==> config.mk <==
export PLATFORM = sky130hd
export DESIGN_NAME = wave_frame_rx
export DESIGN_NICKNAME = d
export VERILOG_FILES = /design/src/rtl/wave_frame_pkg.sv /design/src/rtl/uart_rx_byte.sv /design/src/rtl/wave_frame_rx.sv
export SDC_FILE = /design/constraint.sdc
export NUM_CORES = 1
export LEC_CHECK = 0
export BUFFER_PORTS_ARGS = -buffer_cell sky130_fd_sc_hd__buf_2
export CAP_MARGIN = 20
export CORE_MARGIN = 8
export CORE_UTILIZATION = 41
export CTS_CLUSTER_SIZE = 40
export DETAILED_ROUTE_END_ITERATION = 8
export SLEW_MARGIN = 30
export SYNTH_ARGS = -nofsm -noshare
export SYNTH_HDL_FRONTEND = slang
export SYNTH_SLANG_ARGS = --single-unit
export TNS_END_PERCENT = 10
==> constraint.sdc <==
create_clock -name clk_50 -period 1.7 [get_ports clk_50]
set_input_delay 0.085 -clock clk_50 [delete_from_list [all_inputs] [get_ports clk_50]]
set_output_delay 0.085 -clock clk_50 [all_outputs]
set_load 0.05 [all_outputs]
==> src/rtl/wave_frame_pkg.sv <==
// wave_frame_pkg: constants and state types shared by the waveform frame receive and transmit sides
// Holds the frame header bytes, default link/frame sizing and the FSM state enums.
package wave_frame_pkg;
    localparam logic [7:0] HDR_BYTE0        = 8'hAA;
    localparam logic [7:0] HDR_BYTE1        = 8'h55;
    localparam int         DEF_CLKS_PER_BIT = 434;
    localparam int         DEF_N_SAMPLES    = 1000;
    localparam int         DEF_TIMEOUT_BITS = 40;
    typedef enum logic [2:0] {IDLE, HDR, WN_HI, WN_LO, S_HI, S_LO, CKSUM} frame_state_t;
    typedef enum logic [2:0] {RX_IDLE, RX_START, RX_DATA, RX_STOP, RX_WAIT} rx_state_t;
endpackage

==> src/rtl/uart_rx_byte.sv <==
// uart_rx_byte: 8N1 UART byte receiver with input synchronizer and framing-error detection
// Ports: clk_50 clock; reset sync active-high; rx raw serial line (idle high);
//        rx_data received byte, valid with rx_valid (1-cycle pulse); rx_ferr 1-cycle pulse on bad stop bit.
import wave_frame_pkg::*;

module uart_rx_byte #(
    parameter int CLKS_PER_BIT = DEF_CLKS_PER_BIT
) (
    input  logic       clk_50,
    input  logic       reset,
    input  logic       rx,
    output logic [7:0] rx_data,
    output logic       rx_valid,
    output logic       rx_ferr
);
    localparam int HALF = CLKS_PER_BIT / 2;
    localparam int CW   = $clog2(CLKS_PER_BIT);
    rx_state_t state, state_d;
    logic [1:0]    sync;
    logic          prev;
    logic [CW-1:0] cnt;
    logic [2:0]    bit_idx;
    logic [7:0]    shift;
    logic          line, fall, half_hit, bit_hit;
    assign line     = sync[1];
    assign fall     = prev & ~line;
    assign half_hit = cnt == CW'(HALF - 1);
    assign bit_hit  = cnt == CW'(CLKS_PER_BIT - 1);
    always_ff @(posedge clk_50) state <= reset ? RX_IDLE : state_d;
    always_comb begin
        state_d = state;
        case (state)
            RX_IDLE:  state_d = fall ? RX_START : RX_IDLE;
            RX_START: if (half_hit) state_d = line ? RX_IDLE : RX_DATA;
            RX_DATA:  if (bit_hit && bit_idx == 3'd7) state_d = RX_STOP;
            RX_STOP:  if (bit_hit) state_d = line ? RX_IDLE : RX_WAIT;
            RX_WAIT:  if (line) state_d = RX_IDLE;
            default:  state_d = RX_IDLE;
        endcase
    end
    always_ff @(posedge clk_50) begin
        if (reset) begin
            sync     <= 2'b11;
            prev     <= 1'b1;
            cnt      <= '0;
            bit_idx  <= '0;
            shift    <= '0;
            rx_data  <= '0;
            rx_valid <= 1'b0;
            rx_ferr  <= 1'b0;
        end else begin
            sync     <= {sync[0], rx};
            prev     <= line;
            rx_valid <= state == RX_STOP && bit_hit && line;
            rx_ferr  <= state == RX_STOP && bit_hit && !line;
            cnt      <= (state_d != state || bit_hit || state == RX_IDLE) ? '0 : cnt + 1'b1;
            if (state == RX_START) bit_idx <= '0;
            if (state == RX_DATA && bit_hit) begin
                shift   <= {line, shift[7:1]};
                bit_idx <= bit_idx + 1'b1;
            end
            if (state == RX_STOP && bit_hit && line) rx_data <= shift;
        end
    end
endmodule

==> src/rtl/wave_frame_rx.sv <==
// wave_frame_rx: decodes checksummed waveform frames from a UART byte stream into 14-bit samples
// Ports: clk_50 clock; reset sync active-high; UART_RX serial input;
//        sample_valid/sample_data/sample_idx decoded sample stream; wave_number of current frame;
//        frame_done good-checksum pulse; frame_err abort/bad-checksum pulse; busy frame body in progress.
import wave_frame_pkg::*;

module wave_frame_rx #(
    parameter int CLKS_PER_BIT = DEF_CLKS_PER_BIT,
    parameter int N_SAMPLES    = DEF_N_SAMPLES,
    parameter int TIMEOUT_BITS = DEF_TIMEOUT_BITS
) (
    input  logic        clk_50,
    input  logic        reset,
    input  logic        UART_RX,
    output logic        sample_valid,
    output logic [13:0] sample_data,
    output logic [9:0]  sample_idx,
    output logic [15:0] wave_number,
    output logic        frame_done,
    output logic        frame_err,
    output logic        busy
);
    localparam int TO_CYC = TIMEOUT_BITS * CLKS_PER_BIT;
    localparam int TW     = $clog2(TO_CYC + 1);
    frame_state_t state, state_d;
    logic [7:0]    rx_data, wn_hi, cksum;
    logic          rx_valid, rx_ferr;
    logic [5:0]    s_hi;
    logic [9:0]    idx;
    logic [TW-1:0] timer;
    logic          in_frame, timeout, last, done, abort;
    uart_rx_byte #(.CLKS_PER_BIT(CLKS_PER_BIT)) u_rx (
        .clk_50   (clk_50),
        .reset    (reset),
        .rx       (UART_RX),
        .rx_data  (rx_data),
        .rx_valid (rx_valid),
        .rx_ferr  (rx_ferr)
    );
    assign in_frame = state inside {WN_HI, WN_LO, S_HI, S_LO, CKSUM};
    assign timeout  = in_frame && timer == TW'(TO_CYC);
    assign last     = idx == 10'(N_SAMPLES - 1);
    always_ff @(posedge clk_50) state <= reset ? IDLE : state_d;
    always_comb begin
        state_d = state;
        done    = 1'b0;
        abort   = 1'b0;
        if (rx_valid) begin
            case (state)
                IDLE:    state_d = rx_data == HDR_BYTE0 ? HDR : IDLE;
                HDR:     state_d = rx_data == HDR_BYTE1 ? WN_HI : rx_data == HDR_BYTE0 ? HDR : IDLE;
                WN_HI:   state_d = WN_LO;
                WN_LO:   state_d = S_HI;
                S_HI: begin
                    abort   = |rx_data[7:6];
                    state_d = abort ? IDLE : S_LO;
                end
                S_LO:    state_d = last ? CKSUM : S_HI;
                CKSUM: begin
                    done    = rx_data == cksum;
                    abort   = !done;
                    state_d = IDLE;
                end
                default: state_d = IDLE;
            endcase
        end else if (rx_ferr || timeout) begin
            // outside the frame body a bad byte only restarts header hunting, silently
            abort   = in_frame;
            state_d = IDLE;
        end
    end
    always_ff @(posedge clk_50) begin
        if (reset) begin
            sample_valid <= 1'b0;
            sample_data  <= '0;
            sample_idx   <= '0;
            wave_number  <= '0;
            frame_done   <= 1'b0;
            frame_err    <= 1'b0;
            busy         <= 1'b0;
            wn_hi        <= '0;
            s_hi         <= '0;
            cksum        <= '0;
            idx          <= '0;
            timer        <= '0;
        end else begin
            sample_valid <= rx_valid && state == S_LO;
            frame_done   <= done;
            frame_err    <= abort;
            timer        <= (in_frame && !rx_valid && !abort) ? timer + 1'b1 : '0;
            if (done || abort) busy <= 1'b0;
            if (rx_valid) begin
                case (state)
                    HDR:   idx <= '0;
                    WN_HI: begin
                        wn_hi <= rx_data;
                        cksum <= rx_data;
                    end
                    WN_LO: begin
                        wave_number <= {wn_hi, rx_data};
                        cksum       <= cksum ^ rx_data;
                        busy        <= 1'b1;
                    end
                    S_HI: begin
                        s_hi  <= rx_data[5:0];
                        cksum <= cksum ^ rx_data;
                    end
                    S_LO: begin
                        sample_data <= {s_hi, rx_data};
                        sample_idx  <= idx;
                        idx         <= idx + 1'b1;
                        cksum       <= cksum ^ rx_data;
                    end
                    default: ;
                endcase
            end
        end
    end
endmodule

# ---- Word-level counts from Yosys, hierarchy flattened
# Cells that the tools add are included.
dict set report word_totals {
  regBits 130
  input_bits 3
  wordCells 110
}
dict set report classes {
  addsub 4
  n_eq_ne 19
  mux 27
  bitwise 4
  reduce_logical 34
}
# op n
set op_table {}
lappend op_table {{$mux 3} 10}
lappend op_table {{$pmux 10 s2} 1}
lappend op_table {{$pmux 3 s6} 1}
lappend op_table {{$pmux 8 s2} 1}
lappend op_table {{$add 15x1->15 const B} 1}
lappend op_table {{$eq 15x15->1 const B} 1}
lappend op_table {{$eq 3x3->1 const B} 5}
lappend op_table {{$pmux 3 s5} 1}
lappend op_table {{$eq 3x2->1 const B} 4}
lappend op_table {{$reduce_and 2->1} 6}
lappend op_table {{$add 10x1->10 const B} 1}
lappend op_table {{$eq 10x10->1 const B} 1}
lappend op_table {{$add 9x1->9 const B} 1}
lappend op_table {{$eq 9x8->1 const B} 1}
lappend op_table {{$eq 9x9->1 const B} 1}
lappend op_table {{$logic_and 1x1->1} 9}
lappend op_table {{$mux 1} 9}
lappend op_table {{$eq 8x7->1 const B} 1}
lappend op_table {{$eq 8x8->1} 1}
lappend op_table {{$eq 8x8->1 const B} 1}
lappend op_table {{$reduce_bool 2->1} 4}
lappend op_table {{$xor 8x8->8} 1}
lappend op_table {{$eq 3x1->1 const B} 2}
lappend op_table {{$logic_not 3->1} 2}
lappend op_table {{other kinds (11)} 22}

# ---- Longest topological paths before layout
# Gate-level depths: netlist of run 1.
dict set report depth {
  depth_word 10
  ltp_mapped 8
  ltp_nobuf 7
}

# ---- By module
# A second synthesis of run 1 with hierarchy kept.
dict set report hier_totals {
  cells_unflattened 662
  hier_area_um2 5611.6
}
# module instances cells_each area_each_um2 seq_area_each_um2
set by_module_without_submodules {}
lappend by_module_without_submodules {wave_frame_rx 1 491 3987.6 1881.8}
lappend by_module_without_submodules {uart_rx_byte 1 171 1624.1 720.7}

# ---- Least setup slack after synthesis of run 1
# No wires, ideal clock.
dict set report synth_path {
  kind {flip-flop to flip-flop}
  start {register timer[2]}
  end {register busy}
  setup_ns 0.116
  t_arrival_ns 1.673
  t_required_ns 1.584
  setup_slack_ns -0.089
  stages_incl_launch_ff 6
  path_buffers 0
  period_less_slack_ns 1.789
  cell_sequence {dfxtp_1 nor4_1 nand4_1 or4_4 a22o_1 a41o_1}
}
dict set report synth_via {
  elab_chain_cells 9
}
# item line
set synth_lines {}
lappend synth_lines {{from (decl)} wave_frame_rx.sv:30} ;# logic [TW-1:0] timer;
lappend synth_lines {{from (signal assigned)} wave_frame_rx.sv:90} ;# timer <= (in_frame && !rx_valid && !abort) ? timer + 1'b1 : '0;
lappend synth_lines {{$eq 15x15->1 *} wave_frame_rx.sv:41} ;# assign timeout = in_frame && timer == TW'(TO_CYC);
lappend synth_lines {{$logic_and 1x1->1 *} wave_frame_rx.sv:41}
lappend synth_lines {{$logic_or 1x1->1 *} wave_frame_rx.sv:66} ;# end else if (rx_ferr || timeout) begin
lappend synth_lines {{$mux 1 *} wave_frame_rx.sv:66}
lappend synth_lines {{$mux 1 *} wave_frame_rx.sv:48} ;# if (rx_valid) begin
lappend synth_lines {{$logic_or 1x1->1 *} wave_frame_rx.sv:91} ;# if (done || abort) busy <= 1'b0;
lappend synth_lines {{$mux 1 *} wave_frame_rx.sv:91}
lappend synth_lines {{$mux 1} wave_frame_rx.sv:93} ;# case (state)
lappend synth_lines {{$mux 1 *} wave_frame_rx.sv:92} ;# if (rx_valid) begin
lappend synth_lines {{to (signal assigned)} wave_frame_rx.sv:80} ;# busy <= 1'b0;
lappend synth_lines {{to (signal assigned)} wave_frame_rx.sv:91}
lappend synth_lines {{to (signal assigned)} wave_frame_rx.sv:102} ;# busy <= 1'b1;
lappend synth_lines {{to (decl)} wave_frame_rx.sv:21} ;# output logic busy
# Mark *: on every way between the ends. The rest lies on a longest branch, timed or not.
# A chain may end at the register's enable or synchronous reset.

# ---- Final worst setup path of run 1
dict set report layout_path {
  start {register timer[12]}
  end {register busy}
}
# The elaborated chain is that of the path after synthesis.

==> out/metrics.cfg, run 1 <==
[placed_design]
io_buffers=46
dp.cells=890
place_congestion=0.829
pre_cts_slack_ns=-0.123
dp_hpwl_microns=8750

[synthesis]
yosysTopAreaCell=dfxtp_1
synth.avg_cell_area_sq_um=8.33
yosysTopAreaCellShare=0.478
ys_seq_area_frac=0.478
synth_edf_count=0
yosys.cell_types.count=56
synthArstFlopShare=0
ys_seq_elements=130
synth.net_count=665
syn_area_sq_um=5450
netlist_top_cells_area=dfxtp_1, nand2_1, a21oi_1
synth_cells=654
ys_warn_count=0
ys.flop_type=dfxtp_1

[routing]
wl_per_cell_microns=13.4
drcViolationCount=0
avgViaCountPerCell=4.95
dr.pass1.iters=5
drt_iter0_markers=220
final_antenna_net_count=0
wl_microns=12400
vias=4578

[timing]
period_minus_slack_ns=1.71
relSlewSlack=0.750
skew_ns=0.00829
fin_crit_sh=1.00
worst_slew_pin_slew_ns=0.370
rsz0062_at_grt=true
max_freq_mhz=586
setup_slack_ns=-0.00558
hold_viol=0
setup_viol=1
slew_violations=0

[floorplanning]
dieHeight_microns=131
core.rowCount=42
start_util=0.416
ios=47
die_w_microns=131
fp.coreArea_sq_um=13100
dieArea_sq_um=17200

[setup_path]
crit_required_ns=2.01
critical_path_arrival_ns=2.01
critPathSlowestCell=or4_4
rr_endpoint=busy
r2r-start=timer[12]
rrSetupSlack_ns=-0.006
path_max_fanout=2
critical-path-max-stage-delay_ns=0.44
end_kind=register
path_delay_family=simple AND/OR/NAND/NOR gates
critPathLaunchType=register
path_buf_inv=0
worstPathCellList=nor4_2 -> nand4_1 -> or4_4 -> a22o_1 -> a41o_1
reg2reg_depth=5
crit_type=register to register

[layout]
antenna_cells=0
final_net_count=748
final_util=0.523
drive_above_1_share=0.230
synthToLayoutAreaGrowth_pct=25.7
layout_commonest_cell=nand2_1
final_cell_mix=nand2_1, dfxtp_1, nor2_1, a21oi_1, buf_4
stdcell_count=925

[clock_tree]
clk_pin_slew_worst_paths_ns=0.05
htree_levels=4
numCtsBuffers=17
clockRootBuffer=clkbuf_16
cts_tree=done
clkSinkCount=130
cts.path.max_buffers=2
clk_latency_ns=0.42

[power_and_ir_drop]
power_mw=6.43
power.density_nw_per_um2=940
leakagePower_nw=2.64
ir_worst_vdd_mv=0.594

[global_route]
antenna_found_initial=0
grt_max_degree=36
grt_pass1_wl_microns=21100
track_usage=0.147
grt_pass1_vias=4511
grt.overflow.total=0

[hold_path]
min_to=u_rx.sync[1]
hold_depth=2
hp-start=reset
min_path_type=input port to register

[run_status]
status=complete, but fails checks
violations=negative setup slack

[run]
maxCapViolCount=0

[through the flow]
step / hold slack [ns] / setup TNS [ns] / area (sq um)
2_1_floorplan: 0.189 / -0.404 / 5450
3_3_place_gp: 0.288 / -0.000104 / 6140
3_5_place_dp: 0.300 / -0.878 / 6140
4_1_cts: 0.0188 / -0.00793 / 6720
5_1_grt: 0.0417 / -0.526 / 6840
6_report: 0.0331 / -0.00558 / 6840
[Yosys cell counts (all sizes together), types with 2 or more instances]
| cell | instances |
|---|---|
| a21oi | 72 |
| inv | 8 |
| o21a | 2 |
| xor2 | 20 |
| nand2 | 152 |
| or3 | 2 |
| nor3 | 12 |
| nor4bb | 4 |
| nand3b | 2 |
| ha | 8 |
| dfxtp | 130 |
| clkbuf | 38 |
| xnor2 | 21 |
| and4 | 2 |
| and2 | 4 |
| nand3 | 22 |
| o21ai | 6 |
| nand2b | 2 |
| o31ai | 2 |
| nor2 | 70 |
| a221oi | 2 |
| nand4 | 6 |
| mux2i | 14 |
| or2 | 4 |
| o2bb2ai | 4 |
| nor2b | 7 |
| buf | 4 |
| o21bai | 2 |
| nor3b | 2 |
| nor4b | 3 |
| nor4 | 6 |
| and3 | 7 |
[state kept, by name (all words and copies together) (netlist names), 8 cells and up]
name	count
u_rx.shift	8
sample_idx	10
wave_number	16
sample_data	14
idx	10
u_rx.rx_data	8
wn_hi	8
u_rx.cnt	9
timer	15
cksum	8
[report_power, final]
group	internal, mW	total (mW)	switching (mW)	leakage, nW
clock	2.02	3.27	1.25	0.261
combinational	0.0345	0.102	0.0672	1.33
sequential	3.05	3.06	0.00510	1.05
[kinds of logic after synthesis]
group           count (synthesis)  share of synthesized area
fa+ha+maj                       8                     0.0184
simple gates                  315                      0.269
xor+xnor                       41                     0.0659
compound gates                 96                     0.0990
flops                         130                      0.478
mux                            14                     0.0257
buf+inv                        50                     0.0441
[cell type report]
cell class              instances  area, sq um
fillers                      1234         6240
multi-input cells             474         2720
flip-flops and latches        130         2610
repair buffers                106          739
clock buffers                  24          462
well taps                     176          220
clock inverters                 7         60.1
inverters                       8         30.0
[per-layer routing]
layer / global-route usage / vias to the layer above / wire length (microns) / share of wire
met1: 0.160 / 2165 / 5520 / 0.45
met3: 0.0373 / 21 / 358 / 0.029
met4: 0.0742 / 0 / 222 / 0.018
met2: 0.260 / 46 / 6290 / 0.51
met5: 0 / - / 0 / 0
li1: - / 2346 / - / -
[worst max path at each step]
stage                  start              end  slack [ns]  depth (start not counted)
6_report           timer[12]             busy      -0.006                          5
3_5_place_dp     u_rx.cnt[5]      u_rx.cnt[4]       -0.12                          5
3_3_place_gp   u_rx.state[0]      u_rx.cnt[4]     -0.0001                          5
2_1_floorplan    u_rx.cnt[0]  u_rx.rx_data[0]       -0.05                          6
5_1_grt            timer[12]             busy       -0.06                          5
4_1_cts            timer[12]             busy      -0.008                          5
[what timing repair did]
item,4_1_cts,5_1_grt
hold endpoints to repair,1,0
cloned,0,1
gates resized for setup,10,32
hold buffers,1,0
pin swaps,3,12
setup buffers,0,2
setup endpoints to repair,38,66
No activity file was read; power rests on OpenSTA's default activity.
==> run 2: changes to the inputs <==
Settings changed: SYNTH_HIERARCHICAL from default to 1.
==> run 2 against run 1 <==
  * The run now ends clean
  * Die area rose by 2.7%
  * Combinational power rose by 9.8%
  * Non-clock buffer count fell by 14
  * Utilization fell by 0.49 points
  * Clock power rose by 10%
==> out/metrics.cfg, run 2 <==
[floorplanning]
die_w_microns=133  ; was 131 microns
start_util=0.422  ; was 0.416
fp.coreArea_sq_um=13300  ; was 13,100 sq um
ios=47  ; unchanged
core.rowCount=42  ; unchanged
dieArea_sq_um=17700  ; was 17,200 sq um
dieHeight_microns=133  ; was 131 microns

[clock_tree]
cts.path.max_buffers=2  ; unchanged
clockRootBuffer=clkbuf_16  ; unchanged
clk_latency_ns=0.42  ; about the same
clkSinkCount=130  ; unchanged
htree_levels=4  ; unchanged
cts_tree=done  ; unchanged
numCtsBuffers=17  ; unchanged
clk_pin_slew_worst_paths_ns=0.06  ; was 0.05 ns

[layout]
layout_commonest_cell=nand2_1  ; unchanged
drive_above_1_share=0.216  ; was 0.230
top_register=wave_number  ; unchanged
final_net_count=735  ; was 748
regArea_sq_um=2610  ; unchanged
synthToLayoutAreaGrowth_pct=22.7  ; was 25.7%
fin_area_sq_um=6890  ; was 6840 sq um
final_cell_mix=nand2_1, dfxtp_1, a21oi_1  ; was nand2_1, dfxtp_1, nor2_1, a21oi_1, buf_4
fill_cells=1224  ; was 1,234
largest_register_ffs=16  ; unchanged
multi_input_area_sq_um=2810  ; was 2720 sq um
reg_top3=wave_number: 16 flops, timer: 15 flops, sample_data: 14 flops  ; unchanged
antenna_cells=0  ; unchanged

[global_route]
grt_pass1_vias=4416  ; was 4,511
antenna_found_initial=0  ; unchanged
track_usage=0.149  ; was 0.147
grt.overflow.total=0  ; unchanged
grt_max_degree=72  ; was 36
grt_pass1_wl_microns=21700  ; was 21,100 microns

[routing]
dr.pass1.iters=4  ; was 5
avgViaCountPerCell=5.14  ; was 4.95
vias=4689  ; was 4,578
drt_iter0_markers=377  ; was 220
final_antenna_net_count=0  ; unchanged
wl_per_cell_microns=14.2  ; was 13.4 microns
drcViolationCount=0  ; unchanged
wl_microns=13000  ; was 12,400 microns

[synthesis]
ys_seq_area_frac=0.464  ; was 0.478
ys_top_cells_by_count=nand2_1, dfxtp_1, a21oi_1  ; unchanged
ys_warn_count=6  ; was 0
synth_edf_count=0  ; unchanged
synth.net_count=673  ; was 665
yosysTopAreaCellShare=0.464  ; was 0.478
yosysTopAreaCell=dfxtp_1  ; unchanged
synthArstFlopShare=0  ; unchanged
yosys.cell_types.count=64  ; was 56
ys.flop_type=dfxtp_1  ; unchanged
synth.avg_cell_area_sq_um=8.48  ; was 8.33 sq um
synth_cells=662  ; was 654
ys_seq_elements=130  ; unchanged
netlist_top_cells_area=dfxtp_1, nand2_1, a21oi_1  ; unchanged
syn_area_sq_um=5610  ; was 5450 sq um
synth_most_common_cell=nand2_1  ; unchanged

[setup_path]
rrSetupSlack_ns=0.08  ; was -0.006 ns
path_buf_inv=1  ; was 0
path_max_fanout=11  ; was 2
reg2reg_depth=6  ; was 5
critPathLaunchType=register  ; unchanged
end_kind=register  ; unchanged
worstPathCellList=inv_1 -> ha_4 -> nand4bb_4 -> or4_4 -> nand3_1 -> a21oi_1  ; was nor4_2 -> nand4_1 -> or4_4 -> a22o_1 -> a41o_1
rr_endpoint=u_rx/bit_idx[0]  ; was busy
critical-path-max-stage-delay_ns=0.60  ; was 0.44 ns
critical_path_arrival_ns=1.91  ; was 2.01 ns
crit_type=register to register  ; unchanged
crit_required_ns=1.98  ; was 2.01 ns
critPathSlowestCell=or4_4  ; unchanged
r2r-start=u_rx/cnt[1]  ; was timer[12]
path_delay_family=simple AND/OR/NAND/NOR gates  ; unchanged

[placed_design]
io_buffers=46  ; unchanged
place_congestion=0.846  ; was 0.829
placed_area_sq_um=6190  ; was 6140 sq um
dp_hpwl_microns=8920  ; was 8750 microns

[timing]
max_freq_mhz=617  ; was 586 MHz
fin_crit_sh=0.954  ; was 1.00
worst_slew_pin_slew_ns=0.358  ; was 0.370 ns
hold_viol=0  ; unchanged
rsz0062_at_grt=true  ; unchanged
skew_ns=0.00930  ; was 0.00829 ns
relSlewSlack=0.759  ; was 0.750
slew_violations=0  ; unchanged
period_minus_slack_ns=1.62  ; was 1.71 ns
setup_viol=0  ; was 1
tns_ns=0  ; was -0.00558 ns

[hold_path]
min_path_type=input port to register  ; unchanged
hold_depth=3  ; was 2
hp-start=reset  ; unchanged
min_to=cksum[1]  ; was u_rx.sync[1]

[power_and_ir_drop]
ir_worst_vdd_mv=0.527  ; was 0.594 mV
clkPwrFrac=0.533  ; was 0.508
power.density_nw_per_um2=985  ; was 940 nW/um^2
leakagePower_nw=2.53  ; was 2.64 nW
seqPwrFrac=0.451  ; was 0.476
comb_power_share=0.017  ; was 0.016
power.switching_mw=1.35  ; was 1.32 mW
internal_power_mw=5.43  ; was 5.11 mW
sw_frac_of_total=0.199  ; was 0.205

[run]
maxCapViolCount=0  ; unchanged

[run_status]
status=finished, final reports clean  ; was complete, but fails checks

## run 2: cell types whose count changed after synthesis, moves of 6 or more
cell,previous run,this run
nor3_2,1,9
nor2_1,70,59
nand3_1,21,27
nand4_1,6,12
buf_2,3,14
nand2_1,152,141
clkbuf_1,33,26
## run 2: repair_timing
item | 4_1_cts | 5_1_grt
setup buffers | 1 | 0
endpoints found under the hold margin | 1 | 0
hold buffers | 1 | 0
pin swaps | 1 | 2
endpoints found under the setup margin | 3 | 40
resized for setup | 1 | 16
cloned | 1 | 1
## run 2: cell type report
| type | instances | area share |
|---|---|---|
| Multi-Input combinational cell | 474 | 0.408 |
| Sequential cell | 130 | 0.379 |
| Tap cell | 176 | 0.0320 |
| Inverter | 9 | 0.00490 |
| Clock inverter | 9 | 0.0149 |
| Timing Repair Buffer | 92 | 0.0892 |
| Clock buffer | 23 | 0.0723 |
## run 2: cells by family after synthesis
group / Yosys count / share of synthesized area
xor gates and xnor gates: 41 / 0.0640
and+or+nand+nor: 314 / 0.282
muxes: 14 / 0.0250
buffers and inverters: 58 / 0.0477
DFF: 130 / 0.464
adders and majority gates: 8 / 0.0178
AOI/OAI and AO/OA: 97 / 0.0994
## run 2: worst max-delay path by stage
stage,from,endpoint,slack (ns),depth (start not counted)
finish,u_rx/cnt[1],u_rx/bit_idx[0],0.08,6
floorplan,u_rx/cnt[0],u_rx/cnt[1],0.03,5
detailed placement,u_rx/cnt[1],u_rx/bit_idx[0],-0.0004,6
CTS,u_rx/cnt[1],u_rx/bit_idx[0],0.002,6
global placement,u_rx/cnt[1],u_rx/rx_data[7],0.03,7
global route,u_rx/cnt[0],u_rx/cnt[6],-0.02,8
## run 2: metal layers
metal / vias up / share of wire / GRT usage
met5: - / 0 / 0
met4: 0 / 0.011 / 0.0593
met3: 9 / 0.039 / 0.0439
met1: 2240 / 0.45 / 0.179
li1: 2362 / - / -
met2: 78 / 0.50 / 0.246
## run 2: metrics by stage
step                 util  instances  power [mW]  hold WS, ns  worst slack (ns)
global route        0.518        913        7.04        0.169           -0.0218
detailed placement  0.465        877        3.23        0.277         -0.000394
floorplan               -        662        3.19        0.189            0.0335
CTS                 0.512        912        6.86        0.163           0.00236
global placement    0.465        877        3.23        0.275            0.0270
finish              0.518        913        6.78        0.164            0.0782
## run 2: power by group through the flow
stage	clock (mW)	sequential, mW	combinational [mW]
2_1_floorplan	0	3.12	0.0677
4_1_cts	3.69	3.06	0.111
3_3_place_gp	0	3.12	0.106
3_5_place_dp	0	3.12	0.109
6_report	3.61	3.06	0.112
5_1_grt	3.86	3.06	0.122
## run 2: worst reg2reg max path, stage by stage, from the launching register on
cell and delay (ns):
dfxtp_1 0.30, inv_1 0.10, ha_4 0.15, nand4bb_4 0.15, or4_4 0.60, nand3_1 0.12
a21oi_1 0.06
==> run 3: changes to the inputs <==
Settings changed: HOLD_SLACK_MARGIN from default to 0.12, PLACE_DENSITY from default to 0.69.
==> run 3 against run 2 <==
  * Design area is 1.8% lower
  * Wire length is 1.4% lower
  * Critical endpoint unchanged
  * Critical path depth stayed put
  * Sequential share of layout area is 0.62 points higher
  * Clock skew is 0.0030 ns lower
  * Largest power group unchanged
==> out/metrics.cfg, run 3 (same netlist as run 2, synthesis figures left out) <==
[power_and_ir_drop]
comb_power_share=0.016  ; was 0.017
leakagePower_nw=2.47  ; was 2.53 nW
ir_worst_vdd_mv=0.598  ; was 0.527 mV
power_mw=6.58  ; was 6.78 mW
seqPwrFrac=0.465  ; was 0.451
power.density_nw_per_um2=972  ; was 985 nW/um^2
clkPwrFrac=0.519  ; was 0.533
sw_frac_of_total=0.197  ; was 0.199
internal_power_mw=5.28  ; was 5.43 mW
power.switching_mw=1.30  ; was 1.35 mW

[clock_tree]
clkSinkCount=130  ; unchanged
clk_pin_slew_worst_paths_ns=0.05  ; was 0.06 ns
clockRootBuffer=clkbuf_16  ; unchanged
numCtsBuffers=17  ; unchanged
postCtsSetupBuffers=0  ; was 1
cts_tree=done  ; unchanged
clk_latency_ns=0.41  ; was 0.42 ns
htree_levels=4  ; unchanged
cts.path.max_buffers=2  ; unchanged

[floorplanning]
die_w_microns=133  ; unchanged
core.rowCount=42  ; unchanged
dieHeight_microns=133  ; unchanged
fp.coreArea_sq_um=13300  ; unchanged
start_util=0.422  ; unchanged
ios=47  ; unchanged
dieArea_sq_um=17700  ; unchanged

[layout]
final_util=0.509  ; was 0.518
drive_above_1_share=0.193  ; was 0.216
largest_register_ffs=16  ; unchanged
synthToLayoutAreaGrowth_pct=20.6  ; was 22.7%
layout_commonest_cell=nand2_1  ; unchanged
multi_input_area_sq_um=2790  ; was 2810 sq um
final_cell_mix=nand2_1, dfxtp_1, a21oi_1  ; unchanged
antenna_cells=0  ; unchanged
top_register=wave_number  ; unchanged
regArea_sq_um=2610  ; about the same
final_net_count=728  ; was 735
fin_area_sq_um=6770  ; was 6890 sq um
reg_top3=wave_number: 16 flops, timer: 15 flops, sample_data: 14 flops  ; unchanged
fill_cells=1210  ; was 1,224

[setup_path]
critical_path_arrival_ns=1.95  ; was 1.91 ns
end_kind=register  ; unchanged
path_max_fanout=6  ; was 11
critPathLaunchType=register  ; unchanged
reg2reg_depth=6  ; unchanged
path_delay_family=simple AND/OR/NAND/NOR gates  ; unchanged
path_buf_inv=1  ; unchanged
crit_cells=6  ; unchanged
crit_type=register to register  ; unchanged
critPathSlowestCell=or4_4  ; unchanged
worstPathCellList=inv_1 -> ha_2 -> nand4bb_4 -> or4_4 -> nand3_1 -> a21oi_1  ; was inv_1 -> ha_4 -> nand4bb_4 -> or4_4 -> nand3_1 -> a21oi_1
critical-path-max-stage-delay_ns=0.57  ; was 0.60 ns
crit_required_ns=1.98  ; about the same

[placed_design]
placed_area_sq_um=6130  ; was 6190 sq um
place_congestion=0.883  ; was 0.846
io_buffers=46  ; unchanged
dp_hpwl_microns=8730  ; was 8920 microns

[global_route]
grt_pass1_vias=4536  ; was 4,416
track_usage=0.147  ; was 0.149
antenna_found_initial=0  ; unchanged
grt_max_degree=103  ; was 72
grt_pass1_wl_microns=21500  ; was 21,700 microns
grt.overflow.total=0  ; unchanged

[routing]
dr.pass1.iters=5  ; was 4
drt_iter0_markers=391  ; was 377
wl_per_cell_microns=14.1  ; was 14.2 microns
drcViolationCount=0  ; unchanged
final_antenna_net_count=0  ; unchanged
wl_microns=12800  ; was 13,000 microns
vias=4681  ; was 4,689
avgViaCountPerCell=5.17  ; was 5.14

[timing]
setup_viol=0  ; unchanged
worst_slew_pin_slew_ns=0.464  ; was 0.358 ns
hold_viol=0  ; unchanged
fin_crit_sh=0.981  ; was 0.954
period_minus_slack_ns=1.67  ; was 1.62 ns
skew_ns=0.00633  ; was 0.00930 ns
rsz0062_at_grt=true  ; unchanged
slew_violations=0  ; unchanged
relSlewSlack=0.690  ; was 0.759
tns_ns=0  ; unchanged
max_freq_mhz=599  ; was 617 MHz

[hold_path]
min_path_type=input port to register  ; unchanged
hold_depth=4  ; was 3

[run]
maxCapViolCount=0  ; unchanged

[run_status]
status=finished, final reports clean  ; unchanged

[run 3: cell types whose count changed in the layout (fill, tap and decap cells not counted), moves of 2 or more]
| cell | change |
|---|---|
| buf_4 | -7 |
| clkinv_2 | -2 |
| clkbuf_1 | +4 |
| dfxtp_1 | +3 |
| clkinvlp_4 | -2 |
| buf_6 | +2 |
| nor2_1 | +2 |
| nor2_2 | -2 |
| dfxtp_2 | -3 |
| buf_2 | -2 |
[run 3: cell type report]
cell class	count	area share
inverters	9	0.00499
well taps	176	0.0325
clock buffers	27	0.0758
flip-flops and latches	130	0.385
repair buffers	84	0.0819
clock inverters	4	0.00703
multi-input cells	475	0.413
[run 3: layer usage]
metal,global-route usage,part of all wire,up-vias
li1,-,-,2345
met1,0.177,0.44,2198
met2,0.239,0.49,117
met3,0.0454,0.054,21
met4,0.0587,0.017,0
met5,0,0,-
[run 3: what timing repair did]
item,CTS,global route
endpoints found under the setup margin,4,46
hold endpoints to repair,1,0
gates resized for setup,2,10
pin swaps,1,3
hold buffers,1,0
cloned,1,1
[run 3: tightest hold or removal path, delay by kind of cell]
kind / cells / cell delay (ns)
compound gates: 2 / 0.19
buf+inv: 1 / 0.13
simple gates: 1 / 0.13
[run 3: power by group through the flow]
stage          sequential, mW  combinational (mW)  clock [mW]
2_1_floorplan            3.12              0.0677           0
3_3_place_gp             3.12               0.100           0
3_5_place_dp             3.12               0.103           0
4_1_cts                  3.06               0.106        3.49
5_1_grt                  3.06               0.116        3.65
6_report                 3.06               0.106        3.41
[run 3: worst paths after layout]
kind	startpoint	end	slack (ns)
hold / removal	reset	state[2]	0.18
setup / recovery	u_rx/cnt[1]	u_rx/bit_idx[0]	0.03
setup reg to reg	u_rx/cnt[1]	u_rx/bit_idx[0]	0.03
hold reg to reg	u_rx/sync[0]	u_rx/sync[1]	0.41
[run 3: stage by stage]
stage          cells  setup WS, ns  hold WS [ns]
2_1_floorplan    662        0.0335         0.189
3_3_place_gp     871        0.0635         0.287
3_5_place_dp     871        0.0191         0.288
4_1_cts          904        0.0121         0.155
5_1_grt          905       -0.0521         0.206
6_report         905        0.0315         0.178
